==> src/rtl/add16_arb_pkg.sv <==
// ============================================================================
//  Module      : add16_arb_pkg
//  Description : Shared types and constants for the add16_arb block.
//                Holds the FSM state enum, the datapath width and the
//                default number of requesters.
//  Revision    : 1.0 - initial release
// ============================================================================
`default_nettype none

package add16_arb_pkg;

    // Datapath width of the shared adder
    localparam int c_DATA_W   = 16;

    // Default number of requesters sharing the adder
    localparam int c_NREQ_DEF = 4;

    // Transaction FSM: one transaction in flight at a time
    typedef enum logic [1:0] {
        IDLE = 2'd0,
        CALC = 2'd1,
        RESP = 2'd2
    } state_t;

endpackage : add16_arb_pkg

`default_nettype wire

==> src/rtl/add16_arb_add16.sv <==
// ============================================================================
//  Module      : add16_arb_add16
//  Description : ADD16 - plain 16-bit adder, carry-out discarded.
//  Ports       : X, Y - operands
//                s    - (X + Y) mod 2^16
//  Revision    : 1.0 - initial release
// ============================================================================
`default_nettype none

module add16_arb_add16
    import add16_arb_pkg::*;
(
    input  logic [c_DATA_W-1:0] X,
    input  logic [c_DATA_W-1:0] Y,
    output logic [c_DATA_W-1:0] s
);

    assign s = X + Y;

endmodule : add16_arb_add16

`default_nettype wire

==> src/rtl/add16_arb.sv <==
// ============================================================================
//  Module      : add16_arb
//  Description : Round-robin arbiter sharing one ADD16 among NREQ requesters.
//                IDLE grants one requester (combinational one-hot gnt) and
//                latches its operands, CALC registers the sum, RESP holds the
//                result until rsp_ready.
//  Parameters  : NREQ (2..8) - number of requesters
//  Ports       : clk, rst              - clock, synchronous active-high reset
//                req[NREQ]             - per-requester request level
//                a_in/b_in[NREQ*16]    - packed operands, requester i at [16*i +: 16]
//                gnt[NREQ]             - one-cycle one-hot acceptance
//                rsp_valid/rsp_ready   - result handshake
//                rsp_sum, rsp_id       - registered sum and owning requester
//                rsp_ovf               - signed overflow (only with ADD16_ARB_OVF_EN)
//  Options     : define ADD16_ARB_OVF_EN to add the rsp_ovf port and logic
//  Revision    : 1.0 - initial release
// ============================================================================
`default_nettype none

module add16_arb
    import add16_arb_pkg::*;
#(
    parameter int NREQ = c_NREQ_DEF
) (
    input  logic                       clk,
    input  logic                       rst,
    input  logic [NREQ-1:0]            req,
    input  logic [NREQ*c_DATA_W-1:0]   a_in,
    input  logic [NREQ*c_DATA_W-1:0]   b_in,
    output logic [NREQ-1:0]            gnt,
    output logic                       rsp_valid,
    input  logic                       rsp_ready,
    output logic [c_DATA_W-1:0]        rsp_sum,
    output logic [$clog2(NREQ)-1:0]    rsp_id
`ifdef ADD16_ARB_OVF_EN
    ,
    output logic                       rsp_ovf
`endif
);

    localparam int c_ID_W = $clog2(NREQ);

    state_t              r_state;
    state_t              w_state_nxt;
    logic [c_ID_W-1:0]   r_rr_ptr;
    logic [c_DATA_W-1:0] r_op_a;
    logic [c_DATA_W-1:0] r_op_b;
    logic [c_ID_W-1:0]   r_op_id;
    logic [c_DATA_W-1:0] r_rsp_sum;
    logic [c_ID_W-1:0]   r_rsp_id;
    logic [c_DATA_W-1:0] w_sum;
    logic [c_ID_W-1:0]   w_winner;
    logic [c_ID_W-1:0]   w_idx;
    logic                w_found;
    logic [NREQ-1:0]     w_gnt;

    // ------------------------------------------------------------------
    // Round-robin search: first set request at or after r_rr_ptr,
    // wrapping modulo NREQ (NREQ need not be a power of two).
    // ------------------------------------------------------------------
    always_comb begin
        w_winner = '0;
        w_found  = 1'b0;
        w_idx    = '0;
        for (int i = 0; i < NREQ; i++) begin
            w_idx = c_ID_W'((int'(r_rr_ptr) + i) % NREQ);
            if (!w_found && req[w_idx]) begin
                w_found  = 1'b1;
                w_winner = w_idx;
            end
        end
    end

    // ------------------------------------------------------------------
    // FSM state register
    // ------------------------------------------------------------------
    always_ff @(posedge clk) begin
        if (rst) begin
            r_state <= IDLE;
        end else begin
            r_state <= w_state_nxt;
        end
    end

    // ------------------------------------------------------------------
    // FSM next state and grant decode
    // ------------------------------------------------------------------
    always_comb begin
        w_state_nxt = r_state;
        w_gnt       = '0;
        case (r_state)
            IDLE: begin
                if (w_found) begin
                    w_gnt[w_winner] = 1'b1;
                    w_state_nxt     = CALC;
                end
            end
            CALC: begin
                w_state_nxt = RESP;
            end
            RESP: begin
                // No grant in the release cycle; arbitration resumes in IDLE
                if (rsp_ready) begin
                    w_state_nxt = IDLE;
                end
            end
            default: begin
                w_state_nxt = IDLE;
            end
        endcase
    end

    // Grant is suppressed while reset is asserted
    assign gnt = rst ? '0 : w_gnt;

    // ------------------------------------------------------------------
    // Shared adder
    // ------------------------------------------------------------------
    add16_arb_add16 u_add16 (
        .X (r_op_a),
        .Y (r_op_b),
        .s (w_sum)
    );

`ifdef ADD16_ARB_OVF_EN
    logic r_rsp_ovf;
`endif

    // ------------------------------------------------------------------
    // Operand capture, result registers and round-robin pointer
    // ------------------------------------------------------------------
    always_ff @(posedge clk) begin
        if (rst) begin
            r_rr_ptr  <= '0;
            r_op_a    <= '0;
            r_op_b    <= '0;
            r_op_id   <= '0;
            r_rsp_sum <= '0;
            r_rsp_id  <= '0;
`ifdef ADD16_ARB_OVF_EN
            r_rsp_ovf <= 1'b0;
`endif
        end else begin
            case (r_state)
                IDLE: begin
                    if (w_found) begin
                        r_op_a  <= a_in[int'(w_winner)*c_DATA_W +: c_DATA_W];
                        r_op_b  <= b_in[int'(w_winner)*c_DATA_W +: c_DATA_W];
                        r_op_id <= w_winner;
                    end
                end
                CALC: begin
                    r_rsp_sum <= w_sum;
                    r_rsp_id  <= r_op_id;
`ifdef ADD16_ARB_OVF_EN
                    // Same-sign operands producing an opposite-sign result
                    r_rsp_ovf <= (r_op_a[c_DATA_W-1] == r_op_b[c_DATA_W-1]) &&
                                 (w_sum[c_DATA_W-1] != r_op_a[c_DATA_W-1]);
`endif
                end
                RESP: begin
                    if (rsp_ready) begin
                        // Winner becomes lowest priority for the next round
                        if (r_op_id == c_ID_W'(NREQ - 1)) begin
                            r_rr_ptr <= '0;
                        end else begin
                            r_rr_ptr <= r_op_id + 1'b1;
                        end
                    end
                end
                default: begin
                end
            endcase
        end
    end

    assign rsp_valid = (r_state == RESP);
    assign rsp_sum   = r_rsp_sum;
    assign rsp_id    = r_rsp_id;
`ifdef ADD16_ARB_OVF_EN
    assign rsp_ovf   = r_rsp_ovf;
`endif

endmodule : add16_arb

`default_nettype wire

==> config.mk <==
export PLATFORM = sky130hd
export DESIGN_NAME = add16_arb
export DESIGN_NICKNAME = d
export VERILOG_FILES = /design/src/rtl/add16_arb_pkg.sv /design/src/rtl/add16_arb_add16.sv /design/src/rtl/add16_arb.sv
export SDC_FILE = /design/constraint.sdc
export NUM_CORES = 1
export LEC_CHECK = 0
export ABC_AREA = 1
export BUFFER_PORTS_ARGS = -buffer_cell sky130_fd_sc_hd__buf_2
export CORE_MARGIN = 8
export CORE_UTILIZATION = 50
export CTS_BUF_LIST = sky130_fd_sc_hd__clkbuf_4 sky130_fd_sc_hd__clkbuf_8
export DETAILED_ROUTE_END_ITERATION = 7
export PLACE_DENSITY = 0.85
export RECOVER_POWER = 25
export SYNTH_ARGS = -nofsm -noshare
export SYNTH_HDL_FRONTEND = slang
export SYNTH_SLANG_ARGS = --single-unit
==> constraint.sdc <==
create_clock -name clk -period 2.62 [get_ports clk]
set_clock_uncertainty 0.1 [all_clocks]
set_input_delay 0.131 -clock clk [delete_from_list [all_inputs] [get_ports clk]]
set_output_delay 0.131 -clock clk [all_outputs]
set_load 0.02 [all_outputs]
Word level (Yosys, flattened, before mapping)
Cells that the tools add are included.
{"block": "totals", "reg_bits": 56, "input_bits": 135}
{"block": "op_classes", "n_reduce_logical": 11, "shifts": 2, "n_lt_le_gt_ge": 6, "eq_ne": 5, "n_mux": 25, "n_addsub": 5}
{"operator": "indexed part select 64 x 7 -> 16 bit", "count": 2}
{"operator": "adder 16 bit", "count": 1}
{"operator": "< comparator 2 x 3 -> 1 bit, second input constant", "count": 5}
{"operator": "2-to-1 mux 2 bit", "count": 7}
{"operator": "2-to-1 mux 4 bit", "count": 3}
{"operator": "2-to-1 mux 1 bit", "count": 9}
{"operator": "binary-select mux 1 bit (select 2 bit)", "count": 4}
{"operator": "one-hot mux 2 bit (3 select lines)", "count": 1}
{"operator": "AND reduction 2 bit", "count": 3}
{"operator": "adder 2 x 1 -> 2 bit, second input constant", "count": 2}
{"operator": "adder 2 bit, second input constant", "count": 2}
{"operator": "== test 2 bit, second input constant", "count": 2}
{"operator": "logical AND 1 bit", "count": 4}
{"operator": "zero test 1 bit", "count": 3}
{"operator": "demux 1 bit (select 2 bit)", "count": 1}
{"operator": "== test 2 x 1 -> 1 bit, second input constant", "count": 1}
{"operator": ">= comparator 2 x 1 -> 1 bit, second input constant", "count": 1}
{"operator": "zero test 2 bit", "count": 1}
{"operator": "inequality test 2 x 1 -> 1 bit, second input constant", "count": 1}
{"operator": "inequality test 2 bit, second input constant", "count": 1}

Longest topological paths before layout
Gate-level depths: netlist of the first run.
{"block": "depth", "word_depth": 19, "ltp_mapped": 17, "depth_no_buf": 14}

Hierarchy
A second synthesis of the first run with hierarchy kept.
{"block": "hier_totals", "hier_cells": 785, "hier_area_um2": 4539.4}
{"module": "add16_arb", "instances": 1, "area_per_inst_um2": 3608.5, "cells_each": 609}
{"module": "add16_arb_add16", "instances": 1, "area_per_inst_um2": 930.9, "cells_each": 176}

Worst setup path after synthesis of the first run
Ideal clock, no wire load.
{"block": "synth_timing", "path_kind": "reg-to-output", "from": "reg r_rr_ptr[0]", "to": "out gnt[0]", "path_slack_ps": 572, "arrival_ps": 1817, "path_stages_with_launch": 12, "path_cell_list": "dfxtp_1 -> buf_6 -> inv_4 -> nand2_1 -> nand3_1 -> nand2_2 -> inv_1 -> nand3_2 -> clkbuf_1 -> nand2_1 -> inv_1 -> nor3_1"}
{"block": "synth_between", "elab_chain_len": 19, "word_cells_on_any_way": 33}
{"element": "start, declared", "line_no": "add16_arb.sv:45", "rtl": "logic [c_ID_W-1:0] r_rr_ptr;"}
{"element": "start signal, assigned", "line_no": "add16_arb.sv:167", "rtl": "r_rr_ptr <= r_op_id + 1'b1;"}
{"element": "branches (longest 16 deep; another with < comparator 2 x 3 -> 1 bit)"}
{"element": "2-to-1 mux 4 bit *", "line_no": "add16_arb.sv:93", "rtl": "if (w_found) begin"}
{"element": "2-to-1 mux 4 bit *", "line_no": "add16_arb.sv:91", "rtl": "case (r_state)"}
{"element": "2-to-1 mux 4 bit *", "line_no": "add16_arb.sv:114", "rtl": "assign gnt = rst ? '0 : w_gnt;"}
{"element": "end, declared", "line_no": "add16_arb.sv:30", "rtl": "output logic [NREQ-1:0] gnt,"}
Every way passes the cells marked *. The select of a mux whose other input is x is not followed.

Worst setup path after layout of the first run
{"block": "layout_timing", "from": "reg r_rr_ptr[0]", "to": "out gnt[1]"}
Same word-level chain as after synthesis.

==> flow_summary.json, run 1 <==
{
  "synth-seq-cells": 56,
  "io_buffer_count": 157,
  "core_area_um2": 9200,
  "cts_tree": "yes",
  "clock-sinks": 56,
  "final-seq-area_um2": 1130,
  "ios": 158,
  "startpoint": "r_rr_ptr[0]",
  "syn_inst": 800,
  "grt_util_all_layers_pct": 21.6,
  "yosysTopAreaCell": "dfxtp_1",
  "drive_above_1_share_pct": 21.1,
  "rr_startpoint": "r_op_a[0]",
  "synthMostInstantiatedCell": "nand2_1",
  "synth_cell_type_count": 36,
  "cp.arrival_ns": 2.21,
  "first_pass_iters": 5,
  "gr-total-overflow": 0,
  "cts_max_path_buffers": 2,
  "grt_pass1_vias": 5192,
  "die_y_um": 113,
  "dp_slack_ns": 0.314,
  "hold_viol": 0,
  "viasPerCell": 5.05,
  "hold_start": "b_in[28]",
  "setup_viol": 0,
  "grt_pass1_wl_um": 23400,
  "cts-root-buf": "clkbuf_8",
  "gp_congestion": 0.958,
  "end_kind": "output port",
  "grt_max_degree": 66,
  "post_cts_buffers": 0,
  "slew_viol_final": 0,
  "drc_errors": 0,
  "slew_headroom_pct": 58.1,
  "cap_violations": 0,
  "routedWlPerCell_um": 13.3,
  "die_area_um2": 12800,
  "synth_top_flop_cell": "dfxtp_1",
  "num-fill-cells": 910,
  "layout.nets": 1100,
  "numCtsBuffers": 5,
  "fin_ws_ns": 0.183,
  "wl_um": 14100,
  "synth.avg_cell_area_um2": 5.91,
  "htree_levels": 2,
  "start_util_pct": 51.4,
  "hold_path.class": "in2reg",
  "netlist_area_um2": 4730,
  "synth_top_area_share_pct": 23.7,
  "vias": 5358,
  "multi_input_area_um2": 2760,
  "ys_seq_area_share_pct": 23.7,
  "tightest_slew_ns": 0.626,
  "startpoint_type": "flop",
  "rows": 35,
  "ys_top_cells_by_area": "dfxtp_1 24%, nand2_1 15%, inv_1 13%, nand3_1 9.2%, nand4_1 6.7%",
  "critical_path_class": "reg2out",
  "crit_required_ns": 2.39,
  "synth_edf_count": 0,
  "run_status": "completed",
  "place_hpwl_um": 10900,
  "synth.yosys.warnings": 0,
  "fmax_ghz": 0.410,
  "syn_nets": 952,
  "die_w_um": 113,
  "finalSetupTns_ns": 0,
  "synthArstFlopShare_pct": 0,
  "utilization_pct": 62.8,
  "antenna_found_initial": 0,
  "rsz0062_at_grt": "true",
  "fin_crit_sh_pct": 93.0,
  "insertion_delay_ns": 0.32,
  "irDropWorstVdd_mv": 0.316,
  "drt_iter0_markers": 361,
  "min_period_ns": 2.44,
  "diodes": 0,
  "worstPathMaxFanout": 52,
  "path_clk_slew_ns": 0.10,
  "ys_top_cells_by_count": "191 x nand2_1, 159 x inv_1, 87 x nand3_1",
  "areaGrowthSynthToFinish_pct": 22.0,
  "p_per_area_nw_per_um2": 599,
  "ant_nets": 0,
  "power.leakage_nw": 3.50
}
[per-stage QoR]
| stage | cell area (um2) | total power [mW] | hold slack (ns) | cells |
|---|---|---|---|---|
| global placement | 5550 | 2.94 | 0.289 | 1038 |
| floorplan | 4730 | 2.48 | 0.180 | 800 |
| finish | 5770 | 3.46 | 0.0375 | 1060 |
| CTS | 5770 | 3.46 | 0.00493 | 1058 |
| global route | 5770 | 3.76 | 0.0572 | 1060 |
| detailed placement | 5550 | 2.96 | 0.293 | 1038 |
[flip-flops by register name, summed over array words and instances, names as in the netlist]
| register | flops |
|---|---|
| rsp_id | 2 |
| r_op_b | 16 |
| r_op_id | 2 |
| r_op_a | 16 |
| rsp_sum | 16 |
| r_rr_ptr | 2 |
| r_state | 2 |
[metal layers]
layer / routed length (um) / track usage [%] / share of wire, % / vias up
li1: - / - / - / 2806
met1: 6190 / 27.0 / 44 / 2341
met2: 6680 / 36.7 / 47 / 186
met3: 884 / 4.15 / 6.3 / 25
met4: 301 / 6.48 / 2.1 / 0
met5: 0 / 0 / 0 / -
[repair_timing]
action | in CTS | in global routing
endpoints found under the setup margin | 2 | 4
hold buffers | 12 | 2
pin swaps | 0 | 0
resized for setup | 1 | 3
hold endpoints to repair | 12 | 2
[worst max-delay path, cell delays in order (launching register included)]
cell and delay (ns):
dfxtp_4 0.40, inv_4 0.11, nand2_1 0.08, nand3_1 0.11, nand2_2 0.09, inv_1 0.09
nand2_1 0.07, nand2_2 0.10, buf_12 0.23, nand2_1 0.07, inv_1 0.10, nand2_1 0.12
nor2_1 0.13, buf_2 0.18
[power breakdown]
group / total, mW / switching, mW / internal (mW)
Clock: 0.486 / 0.294 / 0.192
Combinational: 1.82 / 1.14 / 0.675
Sequential: 1.16 / 0.127 / 1.03
Total: 3.46 / 1.56 / 1.90
[cells in the final DEF, fill, tap and decap left out, types with 2 or more instances in the layout]
master,instances
nand2_2,4
nor2_4,3
nand4_1,51
nand3_1,87
or2_2,10
inv_2,5
a21oi_1,21
xor2_1,3
dfxtp_1,54
nand3b_1,2
nor2_1,82
buf_2,139
nor2_2,2
o211ai_2,9
o211ai_1,7
inv_1,159
dlygate4sd3_1,14
a21o_1,3
nor3_1,3
nand2_1,191
o21ai_0,22
buf_4,9
ha_1,16
clkbuf_1,18
buf_12,3
nand3_2,2
clkbuf_8,5
xnor2_1,7
o31ai_1,2
or2_1,3
[path summary, 6_finish.rpt]
path	endpoint	cells after the start	slack [ns]
max	gnt[1]	13	0.18
min	r_op_b[12]	4	0.04
max reg2reg	rsp_sum[10]	11	0.33
min reg2reg	rsp_id[0]	2	0.41
[kinds of logic after synthesis]
group                    Yosys count  share of synthesized area, %
XOR/XNOR                          10                          1.85
AND/OR/NAND/NOR                  443                          42.6
AO/OA/AOI/OAI                     66                          9.12
buffers and inverters            208                          18.1
adder cells (fa/ha/maj)           17                          4.65
flip-flops                        56                          23.7
[cell type report]
class,count,area share (%)
sequential,56,19.5
timing repair buffer,183,17.9
multi-input combinational,536,47.8
clock inverter,3,0.390
inverter,166,10.8
tap,111,2.41
clock buffer,5,1.19
Note: power is estimated with default switching activity, not from simulation.
==> inputs of run 2 (changes only) <==
- CORE_UTILIZATION: 50 -> 47
- SYNTH_HIERARCHICAL: unset -> 1
- clock period: 2.62 -> 2.1 ns (I/O delays scaled with it)
==> flow_summary.json, run 2 <==
{
  "synth.avg_cell_area_um2": 5.78,
  "hold_depth": 5,
  "end_kind": "output port",
  "ant_nets": 0,
  "io_buffer_count": 157,
  "utilization_pct": 66.4,
  "path_clk_slew_ns": 0.12,
  "slew_headroom_pct": 69.8,
  "irDropWorstVdd_mv": 0.378,
  "tightest_slew_ns": 0.450,
  "run_status": "finished, violations left",
  "first_pass_iters": 7,
  "antenna_found_initial": 0,
  "synth_edf_count": 0,
  "power.leakage_nw": 3.65,
  "drc_errors": 0,
  "rr_startpoint": "r_rr_ptr[0]",
  "final_cell_mix": "176 x nand2_1, 166 x nand3_1, 143 x buf_2",
  "ys_top_cells_by_area": "dfxtp_1 25%, nand3_1 21%, nand2_1 17%, inv_1 9.1%, nor2_1 6.7%",
  "synth.yosys.warnings": 6,
  "grt_pass1_wl_um": 23500,
  "r2r-end": "r_op_a[13]",
  "numCtsBuffers": 5,
  "min_period_ns": 2.29,
  "ios": 158,
  "core_area_um2": 9590,
  "combinationalPowerShare_pct": 58.1,
  "viasPerCell": 5.28,
  "grt_util_all_layers_pct": 21.6,
  "cap_violations": 0,
  "synth-seq-cells": 56,
  "final_common_cell": "nand2_1",
  "clock-sinks": 56,
  "p_per_area_nw_per_um2": 771,
  "rows": 36,
  "insertion_delay_ns": 0.32,
  "crit_required_ns": 1.89,
  "yosysTopAreaCell": "dfxtp_1",
  "ys_top_cells_by_count": "208 x nand2_1, 195 x nand3_1, 110 x inv_1",
  "switching_power_mw": 2.24,
  "fmax_ghz": 0.436,
  "synth_top_flop_cell": "dfxtp_1",
  "switching_share_pct": 45.5,
  "fin_crit_sh_pct": 109,
  "diodes": 0,
  "syn_inst": 785,
  "cts-root-buf": "clkbuf_8",
  "synth_top_area_share_pct": 24.7,
  "worstPathMaxFanout": 9,
  "place_hpwl_um": 10500,
  "slew_viol_final": 0,
  "hold_start": "a_in[3]",
  "failed_checks": "negative hold slack, negative setup slack",
  "routedWlPerCell_um": 15.3,
  "vias": 5752,
  "synthMostInstantiatedCell": "nand2_1",
  "die_y_um": 114,
  "min_to": "r_op_a[3]",
  "num-fill-cells": 846,
  "grt_max_degree": 65,
  "die_area_um2": 13100,
  "drive_above_1_share_pct": 31.0,
  "cts_tree": "yes",
  "startpoint_type": "flop",
  "hold_slack_ns": -0.000858,
  "fin_ws_ns": -0.191,
  "critical_path_class": "reg2out",
  "gr-total-overflow": 0,
  "drt_iter0_markers": 458,
  "areaGrowthSynthToFinish_pct": 40.4,
  "hold_viol": 1,
  "htree_levels": 2,
  "wl_um": 16700,
  "ys_seq_area_share_pct": 24.7,
  "syn_nets": 937,
  "die_w_um": 114,
  "rr_worst_depth": 16,
  "intPower_mw": 2.68,
  "cts_max_path_buffers": 2,
  "layout.nets": 1107,
  "gp_congestion": 0.937,
  "r2r_slack_ns": -0.15,
  "hold_path.class": "in2reg",
  "rsz0062_at_grt": "true",
  "synthArstFlopShare_pct": 0,
  "power_mw": 4.92,
  "grt_pass1_vias": 5256,
  "netlist_area_um2": 4540,
  "setup_viol": 36,
  "clockPowerShare_pct": 12.9,
  "p_seq_share_pct": 29.1,
  "synth_cell_type_count": 30,
  "cp.arrival_ns": 2.09,
  "start_util_pct": 47.3
}
-- run 2: cell types whose count changed in the layout (fill, tap and decap cells not counted), sizes merged, moves of 5 or more --
| cell | before | now |
|---|---|---|
| nand4 | 51 | 1 |
| dlygate4sd3 | 14 | 8 |
| buf | 151 | 180 |
| xnor2 | 7 | 2 |
| inv | 166 | 116 |
| nand2 | 196 | 220 |
| nand3 | 90 | 195 |
| a21oi | 21 | 12 |
| or2 | 13 | 3 |
| o211ai | 16 | 0 |
-- run 2: cells by family (layout without fill, tap and decap cells) --
kind of cell | after synthesis | count (layout) | share of synthesized area [%]
buffers and inverters | 159 | 330 | 15.4
adders and majority gates | 17 | 17 | 4.85
AOI/OAI and AO/OA | 34 | 34 | 3.83
and+or+nand+nor | 511 | 511 | 49.6
DFF | 56 | 56 | 24.7
xor gates and xnor gates | 8 | 8 | 1.54
-- run 2: final cells by class --
cell class	count	area (um2)	area share [%]
clock buffer	5	68.8	1.08
clock inverter	3	27.5	0.432
inverter	117	462	7.24
multi-input combinational	570	3060	48.1
sequential	56	1130	17.7
tap	133	166	2.61
timing repair buffer	205	1460	22.9
-- run 2: how the worst max path moves through the flow --
stage | cells after the start | start | slack, ns | to
6_report | 13 | r_rr_ptr[0] | -0.19 | gnt[1]
5_1_grt | 13 | r_rr_ptr[0] | -0.26 | gnt[1]
4_1_cts | 12 | r_rr_ptr[0] | -0.03 | gnt[3]
3_5_place_dp | 11 | r_rr_ptr[0] | 0.009 | gnt[1]
3_3_place_gp | 11 | r_rr_ptr[0] | 0.05 | gnt[1]
2_1_floorplan | 11 | r_rr_ptr[0] | 0.03 | gnt[1]
-- run 2: stage by stage --
stage / std cells / worst slack, ns / setup TNS (ns) / cell area [um2]
5_1_grt: 1089 / -0.265 / -5.70 / 6370
3_3_place_gp: 1047 / 0.0489 / 0 / 5390
2_1_floorplan: 785 / 0.0344 / 0 / 4540
4_1_cts: 1071 / -0.0262 / -0.0982 / 5820
3_5_place_dp: 1047 / 0.00886 / 0 / 5390
6_report: 1089 / -0.191 / -3.17 / 6370
-- run 2: power groups by stage --
| stage | Clock [mW] | Combinational (mW) | Sequential [mW] |
|---|---|---|---|
| after floorplan | 0 | 1.57 | 1.47 |
| after global placement | 0 | 2.17 | 1.44 |
| after detailed placement | 0 | 2.18 | 1.44 |
| after CTS | 0.646 | 2.34 | 1.42 |
| after global routing | 0.682 | 3.12 | 1.45 |
| final | 0.633 | 2.85 | 1.43 |
-- run 2: routing by layer --
metal	global-route usage (%)	routed length, um
met2	36.1	7850
met4	7.81	649
met1	25.9	6630
met5	0	0
met3	5.64	1580
-- run 2: critical path, stage by stage, from the launching register on --
cell     delay [ns]
dfxtp_4        0.39
inv_6          0.09
nand2_1        0.07
nand2_1        0.13
nand2_2        0.10
nand2_2        0.09
nor2_4         0.05
nand2_2        0.07
or2_1          0.12
nand2_2        0.08
nor2_4         0.20
inv_2          0.09
nor3_4         0.15
buf_6          0.14
-- run 2: what timing repair did --
action / CTS / global route
setup buffers: 8 / 10
gates cloned: 1 / 9
hold buffers: 8 / 0
hold endpoints to repair: 10 / 0
setup endpoints to repair: 9 / 37
pin swaps: 11 / 26
gates resized for setup: 48 / 70
==> inputs of run 3 (changes only) <==
- ABC_AREA: 1 -> unset
- CORE_UTILIZATION: 47 -> 45
==> flow_summary.json, run 3 <==
{
  "p_per_area_nw_per_um2": 600,
  "hold_path.class": "in2reg",
  "rr_worst_depth": 9,
  "finalInstanceArea_um2": 5180,
  "fmax_ghz": 0.446,
  "end_kind": "flop",
  "place_hpwl_um": 9860,
  "startpoint_type": "flop",
  "hold_start": "a_in[41]",
  "synth.avg_cell_area_um2": 8.34,
  "grt_util_met1_pct": 25.9,
  "clockPowerShare_pct": 20.2,
  "gr-total-overflow": 0,
  "layout.nets": 782,
  "run_status": "finished, violations left",
  "syn_nets": 608,
  "syn_inst": 456,
  "switching_power_mw": 1.08,
  "grt_pass1_wl_um": 20200,
  "synth_edf_count": 0,
  "synthMostInstantiatedCell": "nand2_1",
  "netlist_area_um2": 3800,
  "hold_viol": 0,
  "synth.yosys.warnings": 6,
  "core_area_um2": 8220,
  "critical_path_class": "reg2reg",
  "ys_top_cells_by_area": "dfxtp_1 29%, mux2i_1 12%, nand2_1 7.3%, a21oi_1 5.5%, ha_1 5.3%",
  "combinationalPowerShare_pct": 38.3,
  "grt_max_degree": 38,
  "yosysTopAreaCell": "dfxtp_1",
  "finalSetupTns_ns": -0.402,
  "synth_top_flop_cell": "dfxtp_1",
  "gr-usage-met3_pct": 5.09,
  "slowest_stage": "dfxtp_2",
  "drt_iter0_markers": 204,
  "fin_ws_ns": -0.143,
  "gr-max-usage-layer": "met2",
  "die_area_um2": 11600,
  "r2r_slack_ns": -0.14,
  "rows": 33,
  "tightest_slew_ns": 0.554,
  "failed_checks": "negative setup slack",
  "dp_slack_ns": -0.208,
  "ios": 158,
  "cts-root-buf": "clkbuf_8",
  "cts_max_path_buffers": 2,
  "synth_cell_type_count": 44,
  "drc_errors": 0,
  "path_clk_slew_ns": 0.10,
  "grt_pass1_vias": 4281,
  "routedWlPerCell_um": 17.3,
  "io_buffer_count": 157,
  "htree_levels": 2,
  "critPathBufInv": 0,
  "final_cell_mix": "139 x buf_2, 72 x nand2_1, 51 x dfxtp_1",
  "synth-seq-cells": 56,
  "gp_congestion": 0.864,
  "viasPerCell": 5.67,
  "first_pass_iters": 5,
  "start_util_pct": 46.3,
  "die_w_um": 108,
  "p_seq_share_pct": 41.5,
  "power_mw": 3.11,
  "rsz0062_at_grt": "true",
  "drive_above_1_share_pct": 33.6,
  "irDropWorstVdd_mv": 0.311,
  "r2r-end": "rsp_sum[10]",
  "power.leakage_nw": 2.25,
  "numCtsBuffers": 5,
  "ant_nets": 0,
  "min_to": "r_op_a[9]",
  "ys_seq_area_share_pct": 29.5,
  "path_delay_family": "compound AO/OA/AOI/OAI gates",
  "fin_crit_sh_pct": 107,
  "slew_viol_final": 0,
  "insertion_delay_ns": 0.31,
  "crit_required_ns": 2.19,
  "met2_usage_pct": 35.6,
  "rr_startpoint": "r_op_b[0]",
  "final_common_cell": "buf_2",
  "diodes": 0,
  "setup_viol": 4,
  "cts_tree": "yes",
  "place_area_um2": 4830,
  "min_period_ns": 2.24,
  "switching_share_pct": 34.9,
  "cp.arrival_ns": 2.33,
  "clock-sinks": 56,
  "hold_depth": 3,
  "vias": 4174,
  "antenna_found_initial": 0,
  "synthArstFlopShare_pct": 0,
  "die_y_um": 108,
  "cap_violations": 0,
  "slew_headroom_pct": 63.1,
  "worstPathMaxFanout": 3,
  "areaGrowthSynthToFinish_pct": 36.2,
  "synth_top_area_share_pct": 29.5,
  "wl_um": 12700,
  "path_cells": "ha_4 -> fa_2 -> a21o_4 -> a311oi_4 -> o21ai_1 -> a311oi_1 -> nor3_1 -> nand2_1 -> a21oi_1",
  "grt_util_all_layers_pct": 21.0,
  "ys_top_cells_by_count": "74 x nand2_1, 56 x dfxtp_1, 47 x mux2i_1",
  "hold_slack_ns": 0.00524,
  "intPower_mw": 2.02,
  "cp_slowest_stage_delay_ns": 0.35
}
run 3: changes by cell type after synthesis, moves of 31 or more:
cell / change
nand2_1: -134
inv_1: -106
mux2i_1: +47
nand3_1: -190
a21oi_1: +31
nor2_1: -72
run 3: worst reg2reg max path, stage by stage, from the launching register on:
cell	delay, ns
dfxtp_2	0.35
ha_4	0.16
fa_2	0.35
a21o_4	0.23
a311oi_4	0.28
o21ai_1	0.14
a311oi_1	0.30
nor3_1	0.07
nand2_1	0.08
a21oi_1	0.06
run 3: worst max-delay path by stage:
stage | from | end | slack, ns | cells past startpoint
6_report | r_op_b[0] | rsp_sum[10] | -0.14 | 9
5_1_grt | r_op_a[0] | rsp_sum[10] | -0.26 | 9
4_1_cts | r_op_a[0] | rsp_sum[12] | -0.15 | 9
3_5_place_dp | r_op_a[0] | rsp_sum[10] | -0.21 | 9
3_3_place_gp | r_op_a[0] | rsp_sum[10] | -0.12 | 9
2_1_floorplan | r_op_a[0] | rsp_sum[10] | -0.02 | 9
run 3: cell families (layout without fill, tap and decap cells):
| logic type | after synthesis | after routing | share of synthesized area, % |
|---|---|---|---|
| simple gates | 146 | 146 | 19.2 |
| fa+ha+maj | 17 | 17 | 5.79 |
| compound gates | 138 | 138 | 25.0 |
| buf+inv | 37 | 212 | 4.67 |
| flops | 56 | 56 | 29.5 |
| mux | 47 | 47 | 12.4 |
| xor+xnor | 15 | 15 | 3.46 |
run 3: routing by layer:
metal | part of all wire (%) | wire length [um] | vias up
met2 | 47 | 5960 | 217
met1 | 43 | 5480 | 1898
li1 | - | - | 2042
met3 | 8.6 | 1090 | 17
met4 | 1.5 | 186 | 0
met5 | 0 | 0 | -
run 3: timing repair:
action	in CTS	in global routing
buffers inserted	1	0
endpoints found under the hold margin	12	0
pin swaps	2	1
hold buffers	13	0
gates resized for setup	2	23
endpoints found under the setup margin	6	25
run 3: layout make-up:
class                      instances  area [um2]
multi-input combinational        363        2650
timing repair buffer             200        1160
clock inverter                     1        7.51
tap                              105         131
clock buffer                       7        90.1
sequential                        56        1130
fill                             760        3040
inverter                           4        15.0
run 3: power groups by stage:
stage	clock network, mW	logic (mW)	registers, mW
3_5_place_dp	0	1.11	1.30
4_1_cts	0.644	1.15	1.28
5_1_grt	0.686	1.30	1.30
3_3_place_gp	0	1.09	1.29
2_1_floorplan	0	0.678	1.31
6_report	0.628	1.19	1.29
run 3: metrics by stage:
stage | util [%] | cells
2_1_floorplan | - | 456
4_1_cts | 61.9 | 736
6_report | 63.0 | 736
3_3_place_gp | 58.8 | 714
3_5_place_dp | 58.8 | 714
5_1_grt | 63.0 | 736
